$ cat config.mk
export PLATFORM = sky130hd
export DESIGN_NAME = led_show_sched_flat
export DESIGN_NICKNAME = d
export VERILOG_FILES = /design/src/rtl/led_show_sched_if.sv /design/src/rtl/led_show_sched.sv /design/src/flat_wrapper.sv
export SDC_FILE = /design/constraint.sdc
export NUM_CORES = 1
export LEC_CHECK = 0
export BUFFER_PORTS_ARGS = -buffer_cell sky130_fd_sc_hd__buf_2
export CORE_MARGIN = 2
export CORE_UTILIZATION = 37
export CTS_CLUSTER_DIAMETER = 50
export DETAILED_ROUTE_END_ITERATION = 8
export GPL_ROUTABILITY_DRIVEN = 0
export PLACE_DENSITY_LB_ADDON = 0.08
export SLEW_MARGIN = 20
export SYNTH_ARGS = -nofsm -noshare
export SYNTH_HDL_FRONTEND = slang
export SYNTH_SLANG_ARGS = --single-unit
$ cat constraint.sdc
create_clock -name clk -period 5 [get_ports clk]
set_input_delay 0.25 -clock clk [delete_from_list [all_inputs] [get_ports clk]]
set_output_delay 0.25 -clock clk [all_outputs]
set_load 0.02 [all_outputs]
$ cat src/rtl/led_show_sched_if.sv
// Request/pattern/duration bundle between LED effect generators and the scheduler,
// plus the grant/done handshake and the scheduled LED drive coming back.
interface led_show_sched_if #(
  parameter int DUR_W = 4
);
  logic [2:0]       req;
  logic [3:0]       pat0;
  logic [3:0]       pat1;
  logic [3:0]       pat2;
  logic [DUR_W-1:0] dur0;
  logic [DUR_W-1:0] dur1;
  logic [DUR_W-1:0] dur2;
  logic [2:0]       gnt;
  logic [2:0]       done;
  logic             busy;
  logic [3:0]       led;

  modport master (
    output req, pat0, pat1, pat2, dur0, dur1, dur2,
    input  gnt, done, busy, led
  );

  modport slave (
    input  req, pat0, pat1, pat2, dur0, dur1, dur2,
    output gnt, done, busy, led
  );
endinterface

$ cat src/rtl/led_show_sched.sv
// Round-robin time-sharing of the 4-LED bank between three requesters:
// each grant shows a latched pattern for dur ticks, then one all-off tick.
module led_show_sched #(
  parameter int TICK_CNT = 25000000,
  parameter int DUR_W    = 4
) (
  input  logic            clk,
  input  logic            rst_n,
  led_show_sched_if.slave bus
);
  localparam int            PW        = (TICK_CNT > 1) ? $clog2(TICK_CNT) : 1;
  localparam logic [PW-1:0] PRESC_MAX = PW'(TICK_CNT - 1);

  typedef enum logic [1:0] {IDLE, SHOW, GAP} state_t;

  state_t           state_q, state_d;
  logic [PW-1:0]    presc_q, presc_d;
  logic [DUR_W-1:0] ticks_q, ticks_d;
  logic [DUR_W-1:0] dur_q, dur_d;
  logic [1:0]       last_q, last_d;
  logic [1:0]       owner_q, owner_d;
  logic [2:0]       gnt_q, gnt_d;
  logic [2:0]       done_q, done_d;
  logic             busy_q, busy_d;
  logic [3:0]       led_q, led_d;

  logic             tick;
  logic             win_vld;
  logic [1:0]       win_idx;
  logic [1:0]       cand;
  logic [3:0]       pat_arr [3];
  logic [DUR_W-1:0] dur_arr [3];

  assign pat_arr[0] = bus.pat0;
  assign pat_arr[1] = bus.pat1;
  assign pat_arr[2] = bus.pat2;
  assign dur_arr[0] = bus.dur0;
  assign dur_arr[1] = bus.dur1;
  assign dur_arr[2] = bus.dur2;

  assign tick = (presc_q == PRESC_MAX);

  function automatic logic [1:0] rr_next(input logic [1:0] idx);
    return (idx == 2'd2) ? 2'd0 : idx + 2'd1;
  endfunction

  // Search starts just after the last winner so every requester gets a turn.
  always_comb begin
    win_vld = 1'b0;
    win_idx = 2'd0;
    cand    = rr_next(last_q);
    for (int k = 0; k < 3; k++) begin
      if (!win_vld && bus.req[cand]) begin
        win_vld = 1'b1;
        win_idx = cand;
      end
      cand = rr_next(cand);
    end
  end

  always_comb begin
    state_d = state_q;
    presc_d = presc_q;
    ticks_d = ticks_q;
    dur_d   = dur_q;
    last_d  = last_q;
    owner_d = owner_q;
    gnt_d   = 3'b000;
    done_d  = 3'b000;
    led_d   = led_q;

    case (state_q)
      IDLE: begin
        led_d = 4'hF;
        if (win_vld) begin
          state_d = SHOW;
          gnt_d   = 3'b001 << win_idx;
          led_d   = pat_arr[win_idx];
          last_d  = win_idx;
          owner_d = win_idx;
          // A zero duration still shows for one tick.
          dur_d   = (dur_arr[win_idx] == '0) ? DUR_W'(1) : dur_arr[win_idx];
          presc_d = '0;
          ticks_d = '0;
        end
      end
      SHOW: begin
        presc_d = tick ? '0 : presc_q + PW'(1);
        if (tick) begin
          if (ticks_q == dur_q - DUR_W'(1)) begin
            state_d = GAP;
            led_d   = 4'hF;
            done_d  = 3'b001 << owner_q;
            ticks_d = '0;
          end else begin
            ticks_d = ticks_q + DUR_W'(1);
          end
        end
      end
      GAP: begin
        presc_d = tick ? '0 : presc_q + PW'(1);
        led_d   = 4'hF;
        if (tick) begin
          state_d = IDLE;
        end
      end
      default: begin
        state_d = IDLE;
        led_d   = 4'hF;
        presc_d = '0;
        ticks_d = '0;
      end
    endcase

    busy_d = (state_d != IDLE);
  end

  always_ff @(posedge clk or negedge rst_n) begin
    if (!rst_n) begin
      state_q <= IDLE;
      presc_q <= '0;
      ticks_q <= '0;
      dur_q   <= '0;
      last_q  <= 2'd2;
      owner_q <= 2'd0;
      gnt_q   <= 3'b000;
      done_q  <= 3'b000;
      busy_q  <= 1'b0;
      led_q   <= 4'hF;
    end else begin
      state_q <= state_d;
      presc_q <= presc_d;
      ticks_q <= ticks_d;
      dur_q   <= dur_d;
      last_q  <= last_d;
      owner_q <= owner_d;
      gnt_q   <= gnt_d;
      done_q  <= done_d;
      busy_q  <= busy_d;
      led_q   <= led_d;
    end
  end

  assign bus.gnt  = gnt_q;
  assign bus.done = done_q;
  assign bus.busy = busy_q;
  assign bus.led  = led_q;
endmodule
$ cat src/flat_wrapper.sv
// flat-port wrapper written by rule: the top's interface ports become plain ports
module led_show_sched_flat 
#(
  parameter int TICK_CNT = 25000000,
  parameter int DUR_W    = 4
)
  (clk, rst_n, bus_req, bus_pat0, bus_pat1, bus_pat2, bus_dur0, bus_dur1, bus_dur2, bus_gnt, bus_done, bus_busy, bus_led);
  led_show_sched_if #(.DUR_W(DUR_W)) bus_i ();
  input  logic clk;
  input  logic rst_n;
  input wire logic [$bits(bus_i.req)-1:0] bus_req;
  input wire logic [$bits(bus_i.pat0)-1:0] bus_pat0;
  input wire logic [$bits(bus_i.pat1)-1:0] bus_pat1;
  input wire logic [$bits(bus_i.pat2)-1:0] bus_pat2;
  input wire logic [$bits(bus_i.dur0)-1:0] bus_dur0;
  input wire logic [$bits(bus_i.dur1)-1:0] bus_dur1;
  input wire logic [$bits(bus_i.dur2)-1:0] bus_dur2;
  output wire logic [$bits(bus_i.gnt)-1:0] bus_gnt;
  output wire logic [$bits(bus_i.done)-1:0] bus_done;
  output wire logic [$bits(bus_i.busy)-1:0] bus_busy;
  output wire logic [$bits(bus_i.led)-1:0] bus_led;
  assign bus_i.req = bus_req;
  assign bus_i.pat0 = bus_pat0;
  assign bus_i.pat1 = bus_pat1;
  assign bus_i.pat2 = bus_pat2;
  assign bus_i.dur0 = bus_dur0;
  assign bus_i.dur1 = bus_dur1;
  assign bus_i.dur2 = bus_dur2;
  assign bus_gnt = bus_i.gnt;
  assign bus_done = bus_i.done;
  assign bus_busy = bus_i.busy;
  assign bus_led = bus_i.led;
  led_show_sched #(.TICK_CNT(TICK_CNT), .DUR_W(DUR_W)) u_core (.clk(clk), .rst_n(rst_n), .bus(bus_i));
endmodule
Yosys cells after proc, flatten, opt, wreduce, memory -nomap -nowiden --
Cells that the tools add are included.
Storage, ports and cells: register bits after elaboration 50, bits of input ports 29, output and inout bits 11, logic and storage cells 88
Cells by class: add/sub/neg operators 6, order comparisons 4, eq/ne operators 10, shift operators 2, multiplexer cells 43, bitwise logic cells 2, reduce and logical (&&, ||, !) cells 11
Operator list (number):
- 2-to-1 mux 25 bit | 2
- case mux 25 bit (2 select lines) | 1
- 2-to-1 mux 4 bit | 11
- adder 25 x 1 -> 25 bit, second input constant | 1
- == test 25 bit, second input constant | 1
- 2-to-1 mux 2 bit | 10
- binary-select mux 4 bit (select 2 bit) | 2
- 2-to-1 mux 3 bit | 5
- case mux 4 bit (3 select lines) | 1
- less-than comparator 2 x 3 -> 1 bit, second input constant | 3
- == test 2 bit, second input constant | 4
- case mux 4 bit (2 select lines) | 1
- adder 2 x 1 -> 2 bit, second input constant | 3
- binary-select mux 1 bit (select 2 bit) | 3
- 2-to-1 mux 1 bit | 6
- inequality test 2 x 1 -> 1 bit, second input constant | 3
- case mux 2 bit (3 select lines) | 1
- left shift 1 x 2 -> 3 bit, first input constant | 2
- adder 4 x 1 -> 4 bit, second input constant | 1
- == test 4 bit | 1
- zero test 4 bit | 1
- AND reduction 2 bit | 2
- subtractor 4 x 1 -> 4 bit, second input constant | 1
- greater-or-equal comparator 3 bit, second input constant | 1
- other kinds (9) | 11

Longest topological paths before layout --
Gate-level depths: netlist of run 1.
word-level depth 17, mapped depth 8

Worst setup path before layout of run 1 --
OpenSTA, ideal clock, no wires.
kind reg2reg, start point register u_core.state_q[0], end point register u_core.presc_q[21], data arrival time 1.934 ns, required time 4.876 ns, setup slack 2.942 ns, cell stages (with the launch flop) 9, buffers on the path 1, path through dfrtp_1 -> inv_1 -> ha_1 -> nor4b_4 -> or4_1 -> buf_6 -> nor4_4 -> xnor2_1 -> nor2_2
Between the ends: longest elaborated chain between the ends 3, elaborated cells on any way between the ends 6, classes of those cells 3 x eq/ne; 1 x mux; 2 x reduce/logical
RTL lines:
- from (decl) | RTL line led_show_sched.sv:16 | state_t state_q, state_d;
- from (signal assigned) | RTL line led_show_sched.sv:131 | state_q <= state_d;
- == test 2 x 1 -> 1 bit or == test 2 bit (tied branches) | RTL line led_show_sched.sv:72 | case (state_q)
- OR reduction 2 bit (no source line)
- case mux 25 bit (2 select lines) | RTL line led_show_sched.sv:72
- to (signal assigned) | RTL line led_show_sched.sv:132 | presc_q <= presc_d;
- to (decl) | RTL line led_show_sched.sv:17 | logic [PW-1:0] presc_q, presc_d;
Several ways; a longest one is shown, not always the timed one. A chain may end at the register's enable or synchronous reset.

Worst setup path after layout of run 1 --
start point register u_core.state_q[1], end point register u_core.presc_q[11]
The elaborated chain is that of the path after synthesis.

==> results of run 1 <==
[path summary, 6_finish.rpt]
check	to	from	slack (ns)	cells past startpoint
setup / recovery	u_core.presc_q[11]	u_core.state_q[1]	2.57	7
hold / removal	u_core.presc_q[6]	rst_n	0.04	2
setup reg to reg	u_core.presc_q[11]	u_core.state_q[1]	2.57	7
hold reg to reg	u_core.bus.done[1]	u_core.owner_q[1]	0.49	1
max in group asynchronous	u_core.presc_q[24]	rst_n	4.53	2
min in group clk	u_core.dur_q[0]	bus_dur0[0]	0.29	4
[cells in the final DEF (no fill, tap or decap), drive strengths merged, types with 2 or more instances in the layout]
cell	count
dfstp	5
xnor2	16
nand2b	2
nor2b	3
nand2	30
o21a	2
a21oi	3
a31o	4
and3	2
o2bb2ai	3
inv	10
xor2	6
o21ai	15
dfrtp	44
and2	4
nor4bb	3
mux2	5
nor4b	2
a31oi	2
nor3b	4
or2	3
nand3	10
a22o	4
clkbuf	5
nor3	13
and4	4
a211oi	8
a21o	5
buf	42
o32ai	2
nor4	5
ha	7
nor2	39
nand4	8
[worst max-delay path: stages (launching register included)]
cell,delay (ns)
dfrtp_1,0.43
inv_1,0.10
ha_1,0.24
nor4b_4,0.52
or4_1,0.55
and2b_2,0.29
xnor2_1,0.13
nor2_1,0.05
[power groups by stage]
stage,clock network [mW],registers [mW],logic [mW]
floorplan,0,0.404,0.0146
global placement,0,0.404,0.0404
detailed placement,0,0.404,0.0402
CTS,0.304,0.396,0.0404
global route,0.316,0.396,0.0454
finish,0.289,0.396,0.0392
[metal layers]
metal  vias up  GRT usage, %  part of all wire (%)
met5         -             0                     0
met4         0          4.29                  0.98
met3         6          3.15                   3.1
met2        40          26.5                    47
met1      1081          21.1                    48
li1       1133             -                     -
[final cells by class]
| cell class | count | area, um^2 | area share, % |
|---|---|---|---|
| Tap cell | 99 | 124 | 3.82 |
| Multi-Input combinational cell | 227 | 1520 | 46.8 |
| Timing Repair Buffer | 42 | 218 | 6.71 |
| Inverter | 10 | 37.5 | 1.16 |
| Clock buffer | 5 | 68.8 | 2.12 |
| Clock inverter | 3 | 46.3 | 1.43 |
| Sequential cell | 49 | 1230 | 38.0 |
[through the flow]
step / worst slack (ns) / std cells / util, % / power, mW
floorplan: 2.94 / 292 / - / 0.419
global placement: 2.63 / 427 / 42.7 / 0.444
detailed placement: 2.57 / 427 / 42.7 / 0.444
CTS: 2.56 / 435 / 44.3 / 0.740
global route: 2.36 / 435 / 44.3 / 0.758
finish: 2.57 / 435 / 44.3 / 0.725
[cells by family after synthesis]
family | count (synthesis) | share of synthesized area (%)
and+or+nand+nor | 136 | 26.6
AOI/OAI and AO/OA | 56 | 14.4
DFF | 49 | 43.5
xor gates and xnor gates | 23 | 7.60
buffers and inverters | 16 | 2.83
adders and majority gates | 7 | 3.09
muxes | 5 | 1.99
[sequential cells by signal, summed over array words and instances, names as in the netlist]
| register | cells |
|---|---|
| u_core.bus.busy | 1 |
| u_core.bus.done | 3 |
| u_core.bus.gnt | 3 |
| u_core.bus.led | 4 |
| u_core.dur_q | 4 |
| u_core.last_q | 1 |
| u_core.owner_q | 2 |
| u_core.presc_q | 25 |
| u_core.state_q | 2 |
| u_core.ticks_q | 4 |
==> metrics.md, run 1 <==
| Metric | Value |
|---|---|
| Worst-Margin Slew | 0.653 ns |
| H-tree depth | 2 |
| Largest net degree at the start of global routing | 50 |
| Worst skew pair latency | 0.30 ns |
| Avg Inst Size Synth | 9.70 um^2 |
| Clock group share of total power | 39.9% |
| Yosys cell types | 56 |
| Final WL | 6250 um |
| Critical Path Fanout Max | 9 |
| Syn Inst Count | 292 |
| Vias | 2260 |
| Comb power frac | 5.4% |
| Vias in the first global route | 2274 |
| Fin Setup TNS | 0 ns |
| Area after DPL | 3130 um^2 |
| YS warnings | 0 |
| First-pass GRT wire length | 10900 um |
| Total track usage | 15.9% |
| Filler Cells Inserted | 716 |
| Row Count | 31 |
| Final setup violation count | 0 |
| Setup crit end kind | flop |
| Ant. Diodes | 0 |
| Post-Syn Nets | 328 |
| Maximum vdd ir drop | 98.5 uV |
| First-pass DRT Iterations | 4 |
| DIE AREA | 8370 um^2 |
| Post-CTS resize count | 0 |
| Most common cell in the synthesized netlist | dfrtp_1 |
| Leakage | 1.44 nW |
| Setup CP Type | reg2reg |
| Clk_skew | 0.0104 ns |
| Port bufs | 39 |
| Internal | 562 uW |
| Max-cap violations | 0 |
| Root Buffer | clkbuf_8 |
| Chip Height | 91.5 um |
| Power per Cell Area | 223 nW/um^2 |
| Synthesis-stage register bit count | 49 |
| Starting Density | 38.6% |
| Post-synth top cells | dfrtp_1, nor2_1, nand2_1 |
| Fmax | 0.411 GHz |
| Sw Share | 22.5% |
| CTS tree | yes |
| Async SR Flop Fraction | 100% |
| Mapped cell area | 2830 um^2 |
| Seq/Total Area, Yosys | 43.5% |
| Net load switching power | 163 uW |
| Postcts setup bufs | 0 |
| Layout Nets | 371 |
| Largest area contributor in the netlist | dfrtp_1 |
| Drt drc | 0 |
| Clk buf depth | 2 |
| Overflow after GRT | 0 |
| Hpwl dp | 4550 um |
| Min-Delay Path Class | in2async |
| Design area | 3250 um^2 |
| Num CTS Buffers | 5 |
| Initial antenna violation count | 0 |
| CTS sink count | 49 |
| Worst EP required | 5.17 ns |
| Hold_buf cts | 0 |
| Starting DRT DRC Count | 83 |
| Final ANT Viol Nets | 0 |
| Fin crit period | 2.43 ns |
| Final Slew Violations | 0 |
| Crit path launch type | flop |
| EDFF count, synth | 0 |
| Avg WL per Cell | 14.4 um |
| Clock transition at the registers of the reported paths | 0.10 ns |
| RSZ-0062 raised after global routing | false |
| Core Region | 7330 um^2 |
| Ports | 40 |
| Layout cells sized above 1 | 23.2% |
| Synth Flop Type | dfrtp_1 |
| Final period util | 48.6% |
| Outcome | completed |
| Arr. time, crit path | 2.60 ns |
| Relative slew slack | 56.4% |
| Die Wd | 91.5 um |
| Routed vias/inst | 5.20 |
| Final hold violations | 0 |
| Largest cells by area after synthesis | dfrtp_1, xnor2_1, nor2_1, dfstp_2, nand2_1 |
| Reg power frac | 54.7% |
| Share of the synthesized area in the top cell type | 38.9% |
| Hold Slack | 0.0436 ns |
| Area Overhead vs Synth | 14.6% |
(Power assumes the default switching activity.)
==> run 2, diff against run 1 <==
ABC_AREA = 1   (was not set)
clock period = 2.15 ns   (was 5 ns; I/O delays follow)
==> run 2 against run 1 <==
Effect of this change:
- first-iteration DRC count grew 3.6%
- count of clock-buffer cells in the layout unchanged
- flip-flop and latch count did not move
- largest cell class unchanged
- largest power group is now combinational cells
- highest routed layer unchanged
==> metrics.md, run 2 <==
| Metric | Value |
|---|---|
| Outcome | completed (unchanged) |
| Layout cells sized above 1 | 19.5% (was 23.2%) |
| Final Util | 43.8% (was 44.3%) |
| H-tree depth | 2 (unchanged) |
| Worst hold endpoint | u_core.bus.led[2] |
| Synthesis-stage register bit count | 49 (unchanged) |
| DIE AREA | 8980 um^2 (was 8370 um^2) |
| Post-synth top cells | nand2_1, inv_1, nor2_1 (was dfrtp_1, nor2_1, nand2_1) |
| Clk buf depth | 2 (unchanged) |
| Worst flop-to-flop path endpoint | u_core.presc_q[13] (was u_core.presc_q[11]) |
| Final hold violations | 0 (unchanged) |
| Total track usage | 18.3% (was 15.9%) |
| YS warnings | 0 (unchanged) |
| Row Count | 33 (was 31) |
| Hold Path Depth | 4 |
| Worst EP required | 2.40 ns (was 5.17 ns) |
| Commonest cells after routing, fill and taps aside | nand2_1, inv_1, nor2_1 (was dfrtp_1, buf_2, nor2_1) |
| Post-synthesis adder-cell area fraction | 2.87% (was 3.09%) |
| Relative slew slack | 58.0% (was 56.4%) |
| Leakage | 1.77 nW (was 1.44 nW) |
| Vias | 2803 (was 2260) |
| Vias in the first global route | 2821 (was 2274) |
| Maximum vdd ir drop | 337 uV (was 98.5 uV) |
| R2R Setup Slk | 0.20 ns (was 2.57 ns) |
| Port bufs | 39 (unchanged) |
| Max-cap violations | 0 (unchanged) |
| R2R Path Start | u_core.last_q[1] (was u_core.state_q[1]) |
| Design area | 3550 um^2 (was 3250 um^2) |
| Worst skew pair latency | 0.31 ns (was 0.30 ns) |
| Largest family of logic cells by synthesized area | simple AND/OR/NAND/NOR gates (unchanged) |
| Synth Flop Type | dfrtp_1 (unchanged) |
| Arr. time, crit path | 2.20 ns (was 2.60 ns) |
| Fin Setup TNS | 0 ns (unchanged) |
| Routed vias/inst | 4.90 (was 5.20) |
| Metal3 WL | 411 um (was 191 um) |
| Share of the synthesized area in the top cell type | 36.1% (was 38.9%) |
| Most common cell after layout, fill and taps aside | nand2_1 (was dfrtp_1) |
| Syn Inst Count | 414 (was 292) |
| Final period util | 90.8% (was 48.6%) |
| Ports | 40 (unchanged) |
| Hold_sp | bus_pat0[2] |
| Avg Inst Size Synth | 7.37 um^2 (was 9.70 um^2) |
| Final WL | 7650 um (was 6250 um) |
| Mapped cell area | 3050 um^2 (was 2830 um^2) |
| Final setup violation count | 0 (unchanged) |
| RSZ-0062 raised after global routing | false (unchanged) |
| Num CTS Buffers | 5 (unchanged) |
| Largest net degree at the start of global routing | 29 (was 50) |
| Setup crit end kind | flop (unchanged) |
| Drt drc | 0 (unchanged) |
| Area Overhead vs Synth | 16.3% (was 14.6%) |
| Initial antenna violation count | 0 (unchanged) |
| Ant. Diodes | 0 (unchanged) |
| Seq/Total Area, Yosys | 40.4% (was 43.5%) |
| Post-Syn Nets | 450 (was 328) |
| Max reg flops | 25 (unchanged) |
| Complex-gate fraction of the synthesized area | 9.85% (was 14.4%) |
| Starting Density | 37.7% (was 38.6%) |
| Avg WL per Cell | 13.4 um (was 14.4 um) |
| Worst-Margin Slew | 0.629 ns (was 0.653 ns) |
| Core Region | 8090 um^2 (was 7330 um^2) |
| Largest area contributor in the netlist | dfrtp_1 (unchanged) |
| Uppermost layer routed | met4 (unchanged) |
| Chip Height | 94.8 um (was 91.5 um) |
| Clock transition at the registers of the reported paths | 0.11 ns (was 0.10 ns) |
| Most common cell in the synthesized netlist | nand2_1 (was dfrtp_1) |
| Worst Reg2Reg Path Length in Cells | 11 (was 7) |
| Root Buffer | clkbuf_8 (unchanged) |
| Clk_skew | 0.0140 ns (was 0.0104 ns) |
| First-pass DRT Iterations | 4 (unchanged) |
| Final Slew Violations | 0 (unchanged) |
| Layout Nets | 502 (was 371) |
| Yosys cell types | 32 (was 56) |
| Mux contribution to synthesized area | 0% (was 1.99%) |
| Critical Path Fanout Max | 12 (was 9) |
| Async SR Flop Fraction | 100% (unchanged) |
| Largest Register | u_core.presc_q (unchanged) |
| Setup CP Type | reg2reg (unchanged) |
| Crit path launch type | flop (unchanged) |
| Fmax | 0.512 GHz (was 0.411 GHz) |
| Fin crit period | 1.95 ns (was 2.43 ns) |
| Final ANT Viol Nets | 0 (unchanged) |
| Xor-xnor portion of the synthesized cell area | 3.45% (was 7.60%) |
| First-pass GRT wire length | 12800 um (was 10900 um) |
| Post-synthesis simple-gate area fraction | 34.1% (was 26.6%) |
| Die Wd | 94.8 um (was 91.5 um) |
| CTS sink count | 49 (unchanged) |
| Area after DPL | 3400 um^2 (was 3130 um^2) |
| Min-Delay Path Class | in2reg (was in2async) |
| Largest cells by area after synthesis | dfrtp_1, nand2_1, inv_1, nor2_1, nand3_1 (was dfrtp_1, xnor2_1, nor2_1, dfstp_2, nand2_1) |
| Metal-1 WL | 3310 um (was 3030 um) |
| Overflow after GRT | 0 (unchanged) |
| Starting DRT DRC Count | 86 (was 83) |
| Power per Cell Area | 1070 nW/um^2 (was 223 nW/um^2) |
| CTS tree | yes (unchanged) |
| Met2 WL | 3790 um (was 2970 um) |
| EDFF count, synth | 0 (unchanged) |
| Hpwl dp | 6040 um (was 4550 um) |
-- run 2: cell types whose count changed in the layout (fill, tap and decap cells not counted), moves of 11 or more --
cell / change
nand3_1: +27
xnor2_1: -11
inv_1: +48
nand2_1: +52
a21oi_1: +19
nor2_1: +15
-- run 2: worst max-delay path by stage --
stage	start	cells past startpoint	to
4_1_cts	u_core.last_q[1]	11	u_core.presc_q[13]
2_1_floorplan	u_core.last_q[1]	13	u_core.presc_q[18]
5_1_grt	u_core.last_q[1]	10	u_core.dur_q[2]
3_5_place_dp	u_core.last_q[1]	11	u_core.ticks_q[3]
6_report	u_core.last_q[1]	11	u_core.presc_q[13]
3_3_place_gp	u_core.last_q[1]	11	u_core.ticks_q[3]
-- run 2: logic make-up after synthesis --
group | after synthesis
buffers and inverters | 68
DFF | 49
adders and majority gates | 7
and+or+nand+nor | 227
AOI/OAI and AO/OA | 51
xor gates and xnor gates | 12
-- run 2: cell type report --
| type | count | area, um^2 |
|---|---|---|
| fillers | 871 | 4550 |
| multi-input cells | 297 | 1550 |
| flip-flops and latches | 49 | 1230 |
| repair buffers | 52 | 308 |
| inverters | 61 | 231 |
| well taps | 105 | 131 |
| clock buffers | 5 | 68.8 |
| clock inverters | 3 | 21.3 |
-- run 2: per-stage QoR --
step                cells  worst slack, ns  hold WS (ns)  power (mW)
global placement      562            0.147         0.166        3.17
floorplan             414            0.352        -0.188        2.77
CTS                   571           0.0757         0.105        3.78
finish                572            0.198         0.111        3.80
detailed placement    562           0.0953         0.173        3.20
global route          572           0.0141         0.122        4.18
-- run 2: power by group --
part,internal [mW],switching (mW),total [mW],leakage (nW)
clock,0.232,0.335,0.567,0.0445
sequential,1.17,0.179,1.34,0.632
combinational,0.700,1.19,1.89,1.09
-- run 2: metal layers --
layer  up-vias  global-route usage, %
li1       1440                      -
met1      1284                   21.2
met2        69                   34.0
met3        10                   2.63
met4         0                   6.40
met5         -                      0
-- run 2: repair_timing --
action | 4_1_cts | 5_1_grt
hold buffers | 1 | 0
buffers inserted | 0 | 1
endpoints found under the hold margin | 25 | 0
resized for setup | 0 | 11
setup endpoints to repair | 0 | 16
-- run 2: critical path: stages, from the launching register on --
cell     delay (ns)
dfstp_2        0.61
inv_2          0.07
nand3_1        0.09
nand2_1        0.09
nor2_4         0.13
nand3_2        0.14
nor2_4         0.16
inv_2          0.14
nand2_4        0.14
inv_4          0.08
a21oi_1        0.12
o21a_1         0.13
==> run 3, diff against run 2 <==
BUFFER_PORTS_ARGS = -buffer_cell sky130_fd_sc_hd__buf_4   (was -buffer_cell sky130_fd_sc_hd__buf_2)
==> run 3 against run 2 <==
Effect of this change:
- flip-flop and latch count did not move
- routed wire length is 2.2% higher
- count of clock-buffer cells in the layout grew 3
- global-route usage is 0.30 points higher
- die area unchanged
- setup slack lost 0.074 ns
- clock skew fell by 0.0032 ns
- total power up 1.4%
- hold slack better by 0.0054 ns
- sequential power about the same
==> metrics.md, run 3 (synthesis gave the netlist of run 2 again) <==
| Metric | Value |
|---|---|
| Drt drc | 0 (unchanged) |
| Arr. time, crit path | 2.27 ns (was 2.20 ns) |
| Area Overhead vs Synth | 19.6% (was 16.3%) |
| Fin crit period | 2.03 ns (was 1.95 ns) |
| Crit-path slowest cell | dfstp_2 (unchanged) |
| Final setup violation count | 0 (unchanged) |
| Relative slew slack | 56.7% (was 58.0%) |
| Final WL | 7820 um (was 7650 um) |
| Starting Density | 37.7% (unchanged) |
| Initial antenna violation count | 0 (unchanged) |
| Ant. Diodes | 0 (unchanged) |
| Outcome | completed (unchanged) |
| Hold_sp | bus_dur2[0] (was bus_pat0[2]) |
| Core Region | 8090 um^2 (unchanged) |
| Hold Path Depth | 5 (was 4) |
| Overflow after GRT | 0 (unchanged) |
| Crit path launch type | flop (unchanged) |
| Critical Path Fanout Max | 8 (was 12) |
| Design area | 3650 um^2 (was 3550 um^2) |
| Setup crit end kind | flop (unchanged) |
| Clock transition at the registers of the reported paths | 0.09 ns (was 0.11 ns) |
| Fmax | 0.494 GHz (was 0.512 GHz) |
| Fin Setup TNS | 0 ns (unchanged) |
| R2R Path Start | u_core.last_q[1] (unchanged) |
| DP Worst Slack | 0.103 ns (was 0.0953 ns) |
| Worst hold endpoint | u_core.dur_q[0] (was u_core.bus.led[2]) |
| Largest Register | u_core.presc_q (unchanged) |
| Die Wd | 94.8 um (unchanged) |
| Most common cell after layout, fill and taps aside | nand2_1 (unchanged) |
| Root Buffer | clkbuf_8 (unchanged) |
| Max reg flops | 25 (unchanged) |
| Tot Pwr | 3.85 mW (was 3.80 mW) |
| Min-Delay Path Class | in2reg (unchanged) |
| Chip Height | 94.8 um (unchanged) |
| Slowest stage delay, CP | 0.62 ns (was 0.61 ns) |
| Vias in the first global route | 2922 (was 2821) |
| First-pass DRT Iterations | 4 (unchanged) |
| Row Count | 33 (unchanged) |
| Avg WL per Cell | 13.7 um (was 13.4 um) |
| Power per Cell Area | 1060 nW/um^2 (was 1070 nW/um^2) |
| Worst Reg2Reg Path Length in Cells | 9 (was 11) |
| Total track usage | 18.6% (was 18.3%) |
| Clk buf depth | 2 (unchanged) |
| Final Util | 45.1% (was 43.8%) |
| Clk_skew | 0.0108 ns (was 0.0140 ns) |
| Routed vias/inst | 4.99 (was 4.90) |
| Worst flop-to-flop path endpoint | u_core.bus.led[3] (was u_core.presc_q[13]) |
| Layout cells sized above 1 | 19.1% (was 19.5%) |
| Port bufs | 39 (unchanged) |
| H-tree depth | 2 (unchanged) |
| Ports | 40 (unchanged) |
| Starting DRT DRC Count | 76 (was 86) |
| Leakage | 1.80 nW (was 1.77 nW) |
| Hpwl dp | 5930 um (was 6040 um) |
| Placed cells | 560 (was 562) |
| R2R Setup Slk | 0.12 ns (was 0.20 ns) |
| Vias | 2856 (was 2803) |
| Worst-Margin Slew | 0.649 ns (was 0.629 ns) |
| CTS sink count | 49 (unchanged) |
| Final period util | 94.2% (was 90.8%) |
| Setup WS post-layout | 0.124 ns (was 0.198 ns) |
| Crit-path cells | inv_2, nand3_2, nand2_2, nor2_4, nand4_1, nand2_4, buf_12, a21bo_2, a21oi_1 (was inv_2, nand3_1, nand2_1, nor2_4, nand3_2, nor2_4, inv_2, nand2_4, inv_4, a21oi_1, o21a_1) |
| First-pass GRT wire length | 13100 um (was 12800 um) |
| Final hold violations | 0 (unchanged) |
| Worst EP required | 2.39 ns (was 2.40 ns) |
| Setup CP Type | reg2reg (unchanged) |
| Area after DPL | 3480 um^2 (was 3400 um^2) |
| Final non-filler cell total | 572 (unchanged) |
| Max-cap violations | 0 (unchanged) |
| Maximum vdd ir drop | 446 uV (was 337 uV) |
| Commonest cells after routing, fill and taps aside | nand2_1, inv_1, nor2_1 (unchanged) |
| Hold Slack | 0.117 ns (was 0.111 ns) |
| Num CTS Buffers | 5 (unchanged) |
| Final Slew Violations | 0 (unchanged) |
| Largest net degree at the start of global routing | 50 (was 29) |
| CTS tree | yes (unchanged) |
| Worst skew pair latency | 0.31 ns (about the same) |
| Layout Nets | 502 (unchanged) |
| Final ANT Viol Nets | 0 (unchanged) |
| DIE AREA | 8980 um^2 (unchanged) |
run 3: changes by cell type in the layout (fill, tap and decap cells not counted), sizes merged:
cell	before	now
inv	62	61
clkinvlp	1	0
clkinv	1	0
clkbuf	5	8
run 3: final cells by class:
class / instances / area, um^2
Inverter: 61 / 231
Timing Repair Buffer: 52 / 409
Multi-Input combinational cell: 297 / 1560
Clock buffer: 8 / 80.1
Fill cell: 860 / 4450
Tap cell: 105 / 131
Sequential cell: 49 / 1230
run 3: power breakdown:
part           total, mW  switching, mW  internal, mW
Clock              0.542          0.310         0.232
Sequential          1.34          0.178          1.17
Combinational       1.96           1.19         0.779
Total               3.85           1.67          2.18
run 3: worst max-delay path: cells and delay by family (launching register included):
family | cells | cell delay [ns]
AOI/OAI and AO/OA | 2 | 0.36
buffers and inverters | 2 | 0.20
DFF | 1 | 0.62
and+or+nand+nor | 5 | 0.77
run 3: how the worst max path moves through the flow:
stage | end | slack, ns | depth (start not counted) | startpoint
floorplan | u_core.presc_q[18] | 0.35 | 13 | u_core.last_q[1]
global placement | u_core.presc_q[17] | 0.14 | 11 | u_core.last_q[1]
detailed placement | u_core.presc_q[13] | 0.10 | 11 | u_core.last_q[1]
CTS | u_core.presc_q[13] | 0.08 | 11 | u_core.last_q[1]
global route | u_core.dur_q[0] | -0.008 | 11 | u_core.last_q[1]
finish | u_core.bus.led[3] | 0.12 | 9 | u_core.last_q[1]
run 3: metal layers:
layer	GRT usage [%]	vias to the layer above	share of wire [%]
met5	0	-	0
met1	20.6	1322	41
met4	7.13	0	2.1
met3	4.23	16	5.0
li1	-	1448	-
met2	34.2	70	51
run 3: timing repair:
action                                  in CTS  in global routing
resized for setup                            0                 12
endpoints found under the setup margin       0                 16
buffers inserted                             0                  3
hold buffers                                 1                  0
endpoints found under the hold margin       44                  0
